**src/rtl/multdiv_ctrl_if.sv**
```systemverilog
// Start/operand/result bundle between the decode/execute stage and the
// iterative multiply/divide unit.
interface multdiv_ctrl_if #(
    parameter int WIDTH = 32
);
    logic             ctrl_MULT;
    logic             ctrl_DIV;
    logic [WIDTH-1:0] data_operandA;
    logic [WIDTH-1:0] data_operandB;
    logic [WIDTH-1:0] data_result;
    logic             data_exception;
    logic             data_resultRDY;
    logic             busy;

    modport master (
        output ctrl_MULT, ctrl_DIV, data_operandA, data_operandB,
        input  data_result, data_exception, data_resultRDY, busy
    );

    modport slave (
        input  ctrl_MULT, ctrl_DIV, data_operandA, data_operandB,
        output data_result, data_exception, data_resultRDY, busy
    );
endinterface

```
**src/rtl/multdiv_ctrl.sv**
```systemverilog
// Iterative signed multiply (radix-2 Booth) / divide (restoring) unit.
// One bit per cycle; fixed WIDTH+1 edge latency from start to result-ready.
module multdiv_ctrl #(
    parameter int WIDTH = 32
) (
    input  logic           clock,
    input  logic           reset,
    multdiv_ctrl_if.slave  bus
);
    localparam int CW = $clog2(WIDTH);
    localparam logic [CW-1:0]    LAST    = CW'(WIDTH - 1);
    localparam logic [WIDTH-1:0] MIN_NEG = {1'b1, {(WIDTH-1){1'b0}}};

    typedef enum logic [2:0] {IDLE, MULT, DIV, FIXUP, DONE} state_t;

    state_t           state;
    logic [CW-1:0]    cnt;
    // acc carries one guard bit so the Booth shift keeps the true sign even
    // when adding/subtracting the most-negative multiplicand overflows WIDTH bits.
    logic [WIDTH:0]   acc;
    logic [WIDTH-1:0] mq;
    logic             q1;
    logic [WIDTH-1:0] mcand;
    logic             is_div;
    logic             neg_res;
    logic             div_zero;
    logic             div_ovf;

    logic             accept;
    logic [WIDTH-1:0] a_mag;
    logic [WIDTH-1:0] b_mag;
    logic [WIDTH:0]   booth_sum;
    logic [WIDTH:0]   div_sh;
    logic [WIDTH:0]   div_sub;
    logic             div_fit;

    assign accept = (bus.ctrl_MULT | bus.ctrl_DIV) && (state == IDLE || state == DONE);
    assign a_mag  = bus.data_operandA[WIDTH-1] ? -bus.data_operandA : bus.data_operandA;
    assign b_mag  = bus.data_operandB[WIDTH-1] ? -bus.data_operandB : bus.data_operandB;

    always_comb begin
        booth_sum = acc;
        case ({mq[0], q1})
            2'b01:   booth_sum = acc + {mcand[WIDTH-1], mcand};
            2'b10:   booth_sum = acc - {mcand[WIDTH-1], mcand};
            default: booth_sum = acc;
        endcase
    end

    assign div_sh  = {acc[WIDTH-1:0], mq[WIDTH-1]};
    assign div_fit = (div_sh >= {1'b0, mcand});
    assign div_sub = div_sh - {1'b0, mcand};

    // NOTE: all state below is updated with non-blocking assignments so every
    // register samples the pre-edge values regardless of statement order.
    always_ff @(posedge clock or posedge reset) begin
        if (reset) begin
            state              <= IDLE;
            cnt                <= '0;
            acc                <= '0;
            mq                 <= '0;
            q1                 <= 1'b0;
            mcand              <= '0;
            is_div             <= 1'b0;
            neg_res            <= 1'b0;
            div_zero           <= 1'b0;
            div_ovf            <= 1'b0;
            bus.data_result    <= '0;
            bus.data_exception <= 1'b0;
            bus.data_resultRDY <= 1'b0;
            bus.busy           <= 1'b0;
        end else begin
            case (state)
                IDLE, DONE: begin
                    bus.data_resultRDY <= 1'b0;
                    state              <= IDLE;
                    if (accept) begin
                        cnt      <= '0;
                        acc      <= '0;
                        q1       <= 1'b0;
                        bus.busy <= 1'b1;
                        if (bus.ctrl_MULT) begin
                            is_div <= 1'b0;
                            mq     <= bus.data_operandB;
                            mcand  <= bus.data_operandA;
                            state  <= MULT;
                        end else begin
                            is_div   <= 1'b1;
                            mq       <= a_mag;
                            mcand    <= b_mag;
                            neg_res  <= bus.data_operandA[WIDTH-1] ^ bus.data_operandB[WIDTH-1];
                            div_zero <= (bus.data_operandB == '0);
                            div_ovf  <= (bus.data_operandA == MIN_NEG) && (bus.data_operandB == '1);
                            state    <= DIV;
                        end
                    end
                end
                MULT: begin
                    {acc, mq, q1} <= {booth_sum[WIDTH], booth_sum, mq};
                    cnt           <= cnt + 1'b1;
                    if (cnt == LAST) state <= FIXUP;
                end
                DIV: begin
                    acc <= div_fit ? div_sub : div_sh;
                    mq  <= {mq[WIDTH-2:0], div_fit};
                    cnt <= cnt + 1'b1;
                    if (cnt == LAST) state <= FIXUP;
                end
                FIXUP: begin
                    if (is_div) begin
                        bus.data_result    <= div_zero ? '0 : (neg_res ? -mq : mq);
                        bus.data_exception <= div_zero | div_ovf;
                    end else begin
                        bus.data_result    <= mq;
                        bus.data_exception <= (acc[WIDTH-1:0] != {WIDTH{mq[WIDTH-1]}});
                    end
                    bus.data_resultRDY <= 1'b1;
                    bus.busy           <= 1'b0;
                    state              <= DONE;
                end
                default: state <= IDLE;
            endcase
        end
    end
endmodule

```
**src/flat_wrapper.sv**
```systemverilog
// flat-port wrapper written by rule: the top's interface ports become plain ports
module multdiv_ctrl_flat 
#(
    parameter int WIDTH = 32
)
  (clock, reset, bus_ctrl_MULT, bus_ctrl_DIV, bus_data_operandA, bus_data_operandB, bus_data_result, bus_data_exception, bus_data_resultRDY, bus_busy);
  multdiv_ctrl_if #(.WIDTH(WIDTH)) bus_i ();
  input  logic clock;
  input  logic reset;
  input wire logic [$bits(bus_i.ctrl_MULT)-1:0] bus_ctrl_MULT;
  input wire logic [$bits(bus_i.ctrl_DIV)-1:0] bus_ctrl_DIV;
  input wire logic [$bits(bus_i.data_operandA)-1:0] bus_data_operandA;
  input wire logic [$bits(bus_i.data_operandB)-1:0] bus_data_operandB;
  output wire logic [$bits(bus_i.data_result)-1:0] bus_data_result;
  output wire logic [$bits(bus_i.data_exception)-1:0] bus_data_exception;
  output wire logic [$bits(bus_i.data_resultRDY)-1:0] bus_data_resultRDY;
  output wire logic [$bits(bus_i.busy)-1:0] bus_busy;
  assign bus_i.ctrl_MULT = bus_ctrl_MULT;
  assign bus_i.ctrl_DIV = bus_ctrl_DIV;
  assign bus_i.data_operandA = bus_data_operandA;
  assign bus_i.data_operandB = bus_data_operandB;
  assign bus_data_result = bus_i.data_result;
  assign bus_data_exception = bus_i.data_exception;
  assign bus_data_resultRDY = bus_i.data_resultRDY;
  assign bus_busy = bus_i.busy;
  multdiv_ctrl #(.WIDTH(WIDTH)) u_core (.clock(clock), .reset(reset), .bus(bus_i));
endmodule
```
**config.mk**
```make
export PLATFORM = sky130hd
export DESIGN_NAME = multdiv_ctrl_flat
export DESIGN_NICKNAME = d
export VERILOG_FILES = /design/src/rtl/multdiv_ctrl_if.sv /design/src/rtl/multdiv_ctrl.sv /design/src/flat_wrapper.sv
export SDC_FILE = /design/constraint.sdc
export NUM_CORES = 1
export LEC_CHECK = 0
export BUFFER_PORTS_ARGS = -buffer_cell sky130_fd_sc_hd__buf_4
export CAP_MARGIN = 25
export CORE_MARGIN = 3
export CORE_UTILIZATION = 36
export CTS_CLUSTER_SIZE = 8
export DETAILED_ROUTE_END_ITERATION = 10
export GPL_TIMING_DRIVEN = 0
export PLACE_DENSITY = 0.51
export SLEW_MARGIN = 25
export SYNTH_ARGS = -nofsm -noshare
export SYNTH_HDL_FRONTEND = slang
export SYNTH_SLANG_ARGS = --single-unit
```
**constraint.sdc**
```tcl
create_clock -name clock -period 11.5 [get_ports clock]
set_clock_uncertainty 0.1 [all_clocks]
set_input_delay 0 -clock clock [delete_from_list [all_inputs] [get_ports clock]]
set_output_delay 0 -clock clock [all_outputs]
set_load 0.02 [all_outputs]
```
==> results of run 1 <==
[sequential cells by signal, summed over array words and instances (netlist names)]
| register | cells |
|---|---|
| u_core.bus.data_exception | 1 |
| u_core.bus.data_result | 32 |
| u_core.mq | 32 |
| u_core.state | 3 |
| u_core.div_ovf | 1 |
| u_core.q1 | 1 |
| u_core.div_zero | 1 |
| u_core.cnt | 5 |
| u_core.mcand | 32 |
| u_core.acc | 33 |
| u_core.bus.data_resultRDY | 1 |
| u_core.bus.busy | 1 |
| u_core.is_div | 1 |
| u_core.neg_res | 1 |
[critical path: cells and delay by family (launching register included)]
family	cells	cell delay [ns]
compound gates	8	2.21
mux	1	0.43
fa+ha+maj	2	0.95
buf+inv	1	0.55
flops	1	0.48
simple gates	1	0.20
xor+xnor	1	0.24
[cell families after synthesis]
group	after synthesis
buf+inv	160
mux	40
compound gates	572
xor+xnor	172
fa+ha+maj	74
simple gates	468
flops	145
[metal layers]
metal	GRT usage	share of wire
met1	0.4010	0.48
met2	0.3943	0.43
met5	0	0
met4	0.08237	0.026
met3	0.03718	0.061
[synthesized netlist by cell type, drive strengths merged, types with 11 or more instances]
cell	instances
a22oi	41
and2	12
xnor2	102
o31ai	27
nand2b	23
nor2	144
o21ai	132
xor2	70
ha	72
a221oi	27
nor4	20
o211ai	11
or4	15
mux2i	38
a222oi	13
a22o	35
dfrtp	145
a21oi	125
and3	13
nand4	25
nor2b	11
a31oi	30
inv	68
nand3	20
clkbuf	80
or3	13
buf	12
nand2	131
o21a	16
a21o	34
o41ai	13
nor3	32
[through the flow]
stage	instances	hold slack (ns)	setup slack, ns	utilization
final	2314	0.01056	6.210	0.4473
after CTS	2313	0.008726	6.355	0.4472
after global placement	2191	0.1618	5.316	0.4047
after global routing	2313	0.02980	5.838	0.4472
after floorplan	1631	0.03781	7.347	-
after detailed placement	2192	-0.01746	6.365	0.4057
[layout make-up]
cell class,instances,area [µm²],area share
Multi-Input combinational cell,1326,8941,0.5579
Sequential cell,145,3628,0.2264
Timing Repair Buffer,189,1662,0.1037
Tap cell,461,576.8,0.03599
Clock buffer,19,432.9,0.02701
Buffer,92,356.6,0.02225
Inverter,68,262.8,0.01640
Clock inverter,13,162.7,0.01015
Antenna cell,1,2.502,0.0001562
[path summary, 6_finish.rpt]
kind	startpoint	endpoint	slack, ns	cells past startpoint
hold / removal	bus_data_operandB[3]	u_core.mq[3]$_DFFE_PP0P_	0.01	5
min in group asynchronous	reset	u_core.bus.data_result[27]$_DFFE_PP0P_	0.03	3
setup reg to reg	u_core.mq[0]$_DFFE_PP0P_	u_core.acc[32]$_DFFE_PP0P_	6.21	14
hold reg to reg	u_core.div_ovf$_DFFE_PP0P_	u_core.div_ovf$_DFFE_PP0P_	0.40	2
max in group asynchronous	reset	u_core.acc[8]$_DFFE_PP0P_	10.45	4
setup / recovery	u_core.mq[0]$_DFFE_PP0P_	u_core.acc[32]$_DFFE_PP0P_	6.21	14
==> summary.md, run 1 <==
| Metric | Value |
|---|---|
| Overflow after GRT | `0` |
| Worst setup path category | `reg -> reg` |
| Capturing element type of the critical path | `flop` |
| FMAX | `roughly 0.19 GHz` |
| TritonCTS clock tree | `done` |
| Highest-delay cell along the critical path | `sky130_fd_sc_hd__clkbuf_1` |
| Synth Area per Inst | `8.080 µm²` |
| Average detailed-routed wire length per instance | `about 23 µm` |
| Initial antenna violation count | `0` |
| Worst slew slack as a fraction of its limit | `0.2741` |
| Number of max-cap violations | `0` |
| Top-area cell type share of the netlist area | `0.2753` |
| Top_reg_cell synth | `sky130_fd_sc_hd__dfrtp_1` |
| Final hold violations | `0` |
| Worst skew pair latency | `0.44 ns` |
| Most frequent standard cell in the layout excluding fill and tap cells | `sky130_fd_sc_hd__dfrtp_1` |
| # Post-CTS Setup Buffers | `0` |
| Number of global-route vias before repair | `between 10,000 and 15,000` |
| Post-synthesis mux area share | `0.03057` |
| CTS HTree Levels | `4` |
| Unrepaired setup endpoints after global routing | `false` |
| Most frequent cells in the layout | `sky130_fd_sc_hd__dfrtp_1, sky130_fd_sc_hd__nor2_1, sky130_fd_sc_hd__nand2_1` |
| Count of input and output buffers | `99` |
| DRC violation total after the first TritonRoute iteration | `between 1,000 and 1,500` |
| First-pass iteration count of the detailed router | `7` |
| Area enclosed by the die boundary | `38,940 µm²` |
| Arithmetic-cell share of the synthesized area counting full adders, half adders and majority gates | `0.07139` |
| Outcome | `complete, no violations` |
| Die Height | `197.3 µm` |
| Worst hold path type | `in -> reg` |
| Number of gates given a new drive strength after cts | `0` |
| Area added between synthesis and finish | `21.60%` |
| Post-route ant nets | `0` |
| Area fraction in compound gates after synthesis | `0.2926` |
| Part of the Yosys area used for sequential elements | `0.2753` |
| Layout filler cell count | `3,689` |
| Largest fanout on the critical path | `10` |
| Top cells by area, synth | `sky130_fd_sc_hd__dfrtp_1, sky130_fd_sc_hd__ha_1, sky130_fd_sc_hd__xnor2_1` |
| Post-route design area | `16,030 µm²` |
| Clock transition time at the flip-flop clock pins of the worst setup and hold paths | `approximately 0.06 ns` |
| Wire length of the first global-routing pass | `between 70 and 80 mm` |
| Number of vias per cell after detailed routing | `5.929` |
| Pins Over Slew Limit | `0` |
| Time the final worst path needs with I/O delays and setup | `5.290 ns` |
| Total core area | `between 30,000 and 40,000 µm²` |
| Count of clock tree sinks | `145` |
| Boundary Pins | `just over 100` |
| Count of yosys warnings during synthesis | `0` |
| Overall track demand over capacity in global routing | `0.2664` |
| CP Data Arrival Time | `5.51 ns` |
| DRC violations left | `0` |
| Total clock buffers created by CTS | `17` |
| Hpwl dp | `slightly above 40 mm` |
| Vias | `13,720` |
| Post-synth EDFFs | `0` |
| Sequence of cells on the critical path | `ha_1 > clkbuf_1 > mux2_2 > fa_1 > nor2b_1 > o2111ai_1 > a21boi_0 > a31oi_1 > o21ai_1 > a311o_1 > a41oi_4 > xnor2_1 > a21oi_1 > a211o_1` |
| Synth Cell Area | `13,180 µm²` |
| Post-placement cell area | `roughly 15,000 µm²` |
| Synthesized-area fraction occupied by xor and xnor cells | `0.1143` |
| Synthesized Nets | `1,773` |
| Number of unique standard cell types used by synthesis | `68` |
| Asr flop ratio synth | `1.000` |
| Tightest Pin Transition | `about 1.1 ns` |
| Setup violations, final | `0` |
| Global placement routability congestion | `0.9404` |
| Most area-hungry cell type in the Yosys netlist | `sky130_fd_sc_hd__dfrtp_1` |
| Initial standard-cell utilization of the core | `0.3678` |
| Maximum number of pins on one net before global-route repair | `80` |
| Setup TNS | `0 ns` |
| Data required time of the critical path | `between 10 and 15 ns` |
| Max Buffers Root-to-Sink | `2` |
| Floorplan row count | `69` |
| Main combinational cell family by area after synthesis | `compound AO/OA/AOI/OAI gates` |
| Register bit count reported by yosys | `145` |
| Number of hold buffers added after cts | `89` |
| Gate count after technology mapping | `1,631` |
| Clock Tree Root | `sky130_fd_sc_hd__clkbuf_16` |
| Routed wire length | `52.18 mm` |
| Post-synthesis simple-gate area fraction | `0.1694` |
| Ratio of cells with drive above 1 in the final layout | `0.08531` |
| Delay of the slowest cell on the worst path | `roughly 0.55 ns` |
| Die span in x | `slightly below 200 µm` |
| Layout net count | `1,981` |
| Startpoint class of the critical path | `flop` |
| Share of the clock period used by the worst path after layout | `0.4600` |
Power of run 1 is not shown: default switching activity piles up to over one toggle a cycle in this logic, so the estimate is an artifact.
==> run 2, diff against run 1 <==
- PLACE_DENSITY: 0.51 -> 0.53
- clock period: 11.5 -> 4.3 ns (I/O delays scaled with it)
==> run 2 against run 1 <==
Effect of this change: the run now ends with setup timing left; critical endpoint unchanged; highest routed layer unchanged; wire length down 0.90%; sequential cell count unchanged; worst setup slack lost 6.2 ns.
==> summary.md, run 2 (synthesis results as in run 1) <==
| Metric | Value |
|---|---|
| Startpoint class of the critical path | `flop (unchanged)` |
| Largest fanout on the critical path | `4 (was 10)` |
| Post-route ant nets | `0 (unchanged)` |
| Vias | `13,800 (was 13,720)` |
| Area enclosed by the die boundary | `38,940 µm² (unchanged)` |
| Clock Tree Root | `sky130_fd_sc_hd__clkbuf_16 (unchanged)` |
| Overall track demand over capacity in global routing | `0.2599 (was 0.2664)` |
| Hpwl dp | `40.08 mm (was 40.63 mm)` |
| Die Height | `197.3 µm (unchanged)` |
| Minimum hold slack | `0.001459 ns (was 0.01056 ns)` |
| Most frequent cells in the layout | `sky130_fd_sc_hd__nor2_1, sky130_fd_sc_hd__dfrtp_1, sky130_fd_sc_hd__nand2_1 (was sky130_fd_sc_hd__dfrtp_1, sky130_fd_sc_hd__nor2_1, sky130_fd_sc_hd__nand2_1)` |
| Ratio of cells with drive above 1 in the final layout | `0.1202 (was 0.08531)` |
| Final hold violations | `0 (unchanged)` |
| Number of diodes added for antenna fixing | `0 (was 1)` |
| Routed wire length | `51.71 mm (was 52.18 mm)` |
| Pins Over Slew Limit | `0 (unchanged)` |
| Number of vias per cell after detailed routing | `5.940 (was 5.929)` |
| Maximum number of pins on one net before global-route repair | `77 (was 80)` |
| Wire length of the first global-routing pass | `78.38 mm (was 79.25 mm)` |
| Setup violations, final | `1 (was 0)` |
| Post-placement cell area | `14,530 µm² (was 14,540 µm²)` |
| Most frequent standard cell in the layout excluding fill and tap cells | `sky130_fd_sc_hd__nor2_1 (was sky130_fd_sc_hd__dfrtp_1)` |
| Initial standard-cell utilization of the core | `0.3678 (unchanged)` |
| First-pass iteration count of the detailed router | `8 (was 7)` |
| Outcome | `finished, violations left (was complete, no violations)` |
| Area added between synthesis and finish | `24.33% (was 21.60%)` |
| DRC violations left | `0 (unchanged)` |
| Floorplan row count | `69 (unchanged)` |
| Number of global-route vias before repair | `13,180 (was 13,030)` |
| Number of cell instances on the worst register-to-register path | `14 (unchanged)` |
| Initial antenna violation count | `0 (unchanged)` |
| Number of instances on the worst hold path | `5 (unchanged)` |
| Average detailed-routed wire length per instance | `22.25 µm (was 22.55 µm)` |
| Count of input and output buffers | `99 (unchanged)` |
| Die span in x | `197.3 µm (unchanged)` |
| Time the final worst path needs with I/O delays and setup | `4.310 ns (was 5.290 ns)` |
| Total core area | `35,830 µm² (unchanged)` |
| Unrepaired setup endpoints after global routing | `true (was false)` |
| Pre-CTS worst setup slack | `-0.8175 ns (was 6.365 ns)` |
| Boundary Pins | `103 (unchanged)` |
| Layout net count | `1,993 (was 1,981)` |
| Worst slew slack as a fraction of its limit | `0.2544 (was 0.2741)` |
| Total clock buffers created by CTS | `17 (unchanged)` |
| Count of clock tree sinks | `145 (unchanged)` |
| Number of flip-flops in the largest register | `33 (unchanged)` |
| Number of max-cap violations | `0 (unchanged)` |
| Clock transition time at the flip-flop clock pins of the worst setup and hold paths | `0.07 ns (was 0.06 ns)` |
| CTS HTree Levels | `4 (unchanged)` |
| Worst hold path type | `in -> reg (unchanged)` |
| Global placement routability congestion | `0.9473 (was 0.9404)` |
| Max Buffers Root-to-Sink | `2 (unchanged)` |
| TritonCTS clock tree | `done (unchanged)` |
| Overflow after GRT | `0 (unchanged)` |
| Worst skew pair latency | `0.45 ns (was 0.44 ns)` |
| FMAX | `0.2320 GHz (was 0.1890 GHz)` |
| CP Data Arrival Time | `4.54 ns (was 5.51 ns)` |
| Register bank with the most flops | `u_core.acc (unchanged)` |
| Violations in the final reports | `setup timing` |
| Fin worst setup slack | `-0.009981 ns (was 6.210 ns)` |
| Share of the clock period used by the worst path after layout | `1.002 (was 0.4600)` |
| Worst setup path category | `reg -> reg (unchanged)` |
| DRC violation total after the first TritonRoute iteration | `1,211 (was 1,354)` |
| Finished Core Util | `0.4573 (was 0.4473)` |
| Post-route design area | `16,390 µm² (was 16,030 µm²)` |
| Capturing element type of the critical path | `flop (unchanged)` |
| Tightest Pin Transition | `1.114 ns (was 1.079 ns)` |
| Data required time of the critical path | `4.53 ns (was 11.72 ns)` |
## run 2: changes by cell type in the layout (fill, tap and decap cells not counted), moves of 3 or more
cell,before,now
sky130_fd_sc_hd__buf_4,100,118
sky130_fd_sc_hd__dfrtp_2,0,7
sky130_fd_sc_hd__xnor2_1,102,99
sky130_fd_sc_hd__a21oi_2,0,3
sky130_fd_sc_hd__dfrtp_1,145,137
sky130_fd_sc_hd__ha_1,72,68
sky130_fd_sc_hd__dlygate4sd3_1,89,86
sky130_fd_sc_hd__ha_2,0,3
sky130_fd_sc_hd__a21oi_1,125,122
sky130_fd_sc_hd__clkbuf_1,82,75
sky130_fd_sc_hd__xnor2_2,0,3
## run 2: final timing paths
check                                        startpoint                                      to  slack, ns
max                        u_core.mcand[14]$_DFFE_PP0P_              u_core.acc[32]$_DFFE_PP0P_      -0.01
min                                bus_data_operandB[4]                u_core.mq[4]$_DFFE_PP0P_      0.001
max reg2reg                u_core.mcand[14]$_DFFE_PP0P_              u_core.acc[32]$_DFFE_PP0P_      -0.01
min reg2reg                       u_core.q1$_DFFE_PP0P_                   u_core.q1$_DFFE_PP0P_       0.41
max in group asynchronous                         reset             u_core.mcand[4]$_DFFE_PP0P_       3.22
min in group asynchronous                         reset  u_core.bus.data_result[31]$_DFFE_PP0P_       0.07
## run 2: final cells by class
type / count / area [µm²]
Clock buffer: 17 / 425.4
Buffer: 90 / 360.3
Fill cell: 3589 / 19440
Timing Repair Buffer: 203 / 1759
Tap cell: 461 / 576.8
Inverter: 68 / 266.5
Clock inverter: 14 / 191.4
Sequential cell: 145 / 3641
Multi-Input combinational cell: 1326 / 9165
## run 2: layer usage
metal / up-vias / GRT usage / wire length (µm)
li1: 6503 / - / -
met1: 6779 / 0.3893 / 25160
met2: 468 / 0.3879 / 22500
met3: 54 / 0.04469 / 3107
met4: 0 / 0.06521 / 943
met5: - / 0 / 0
## run 2: repair_timing
item,in CTS,in global routing
buffers inserted,3,14
resized for setup,26,45
endpoints found under the hold margin,134,0
endpoints found under the setup margin,34,22
hold buffers,86,0
cloned,0,0
pin swaps,5,26
## run 2: critical path, cell delays in order, from the launching register on
cell and delay, ns:
sky130_fd_sc_hd__dfrtp_2 0.45, sky130_fd_sc_hd__nor4_4 0.29, sky130_fd_sc_hd__nand3_1 0.15, sky130_fd_sc_hd__or4_4 0.45, sky130_fd_sc_hd__or4_4 0.47, sky130_fd_sc_hd__nor3_4 0.24
sky130_fd_sc_hd__a31oi_1 0.13, sky130_fd_sc_hd__xnor2_1 0.15, sky130_fd_sc_hd__ha_2 0.19, sky130_fd_sc_hd__or3_4 0.36, sky130_fd_sc_hd__a311o_1 0.39, sky130_fd_sc_hd__a41oi_4 0.33
sky130_fd_sc_hd__xnor2_2 0.17, sky130_fd_sc_hd__a21oi_2 0.07, sky130_fd_sc_hd__a211o_1 0.26
## run 2: per-stage QoR
| stage | instances | setup TNS, ns |
|---|---|---|
| global placement | 2191 | -274.28 |
| global route | 2324 | -0.5502 |
| detailed placement | 2192 | -15.85 |
| CTS | 2310 | 0 |
| finish | 2324 | -0.009981 |
| floorplan | 1631 | 0 |
Power of run 2 is left out for the same reason.
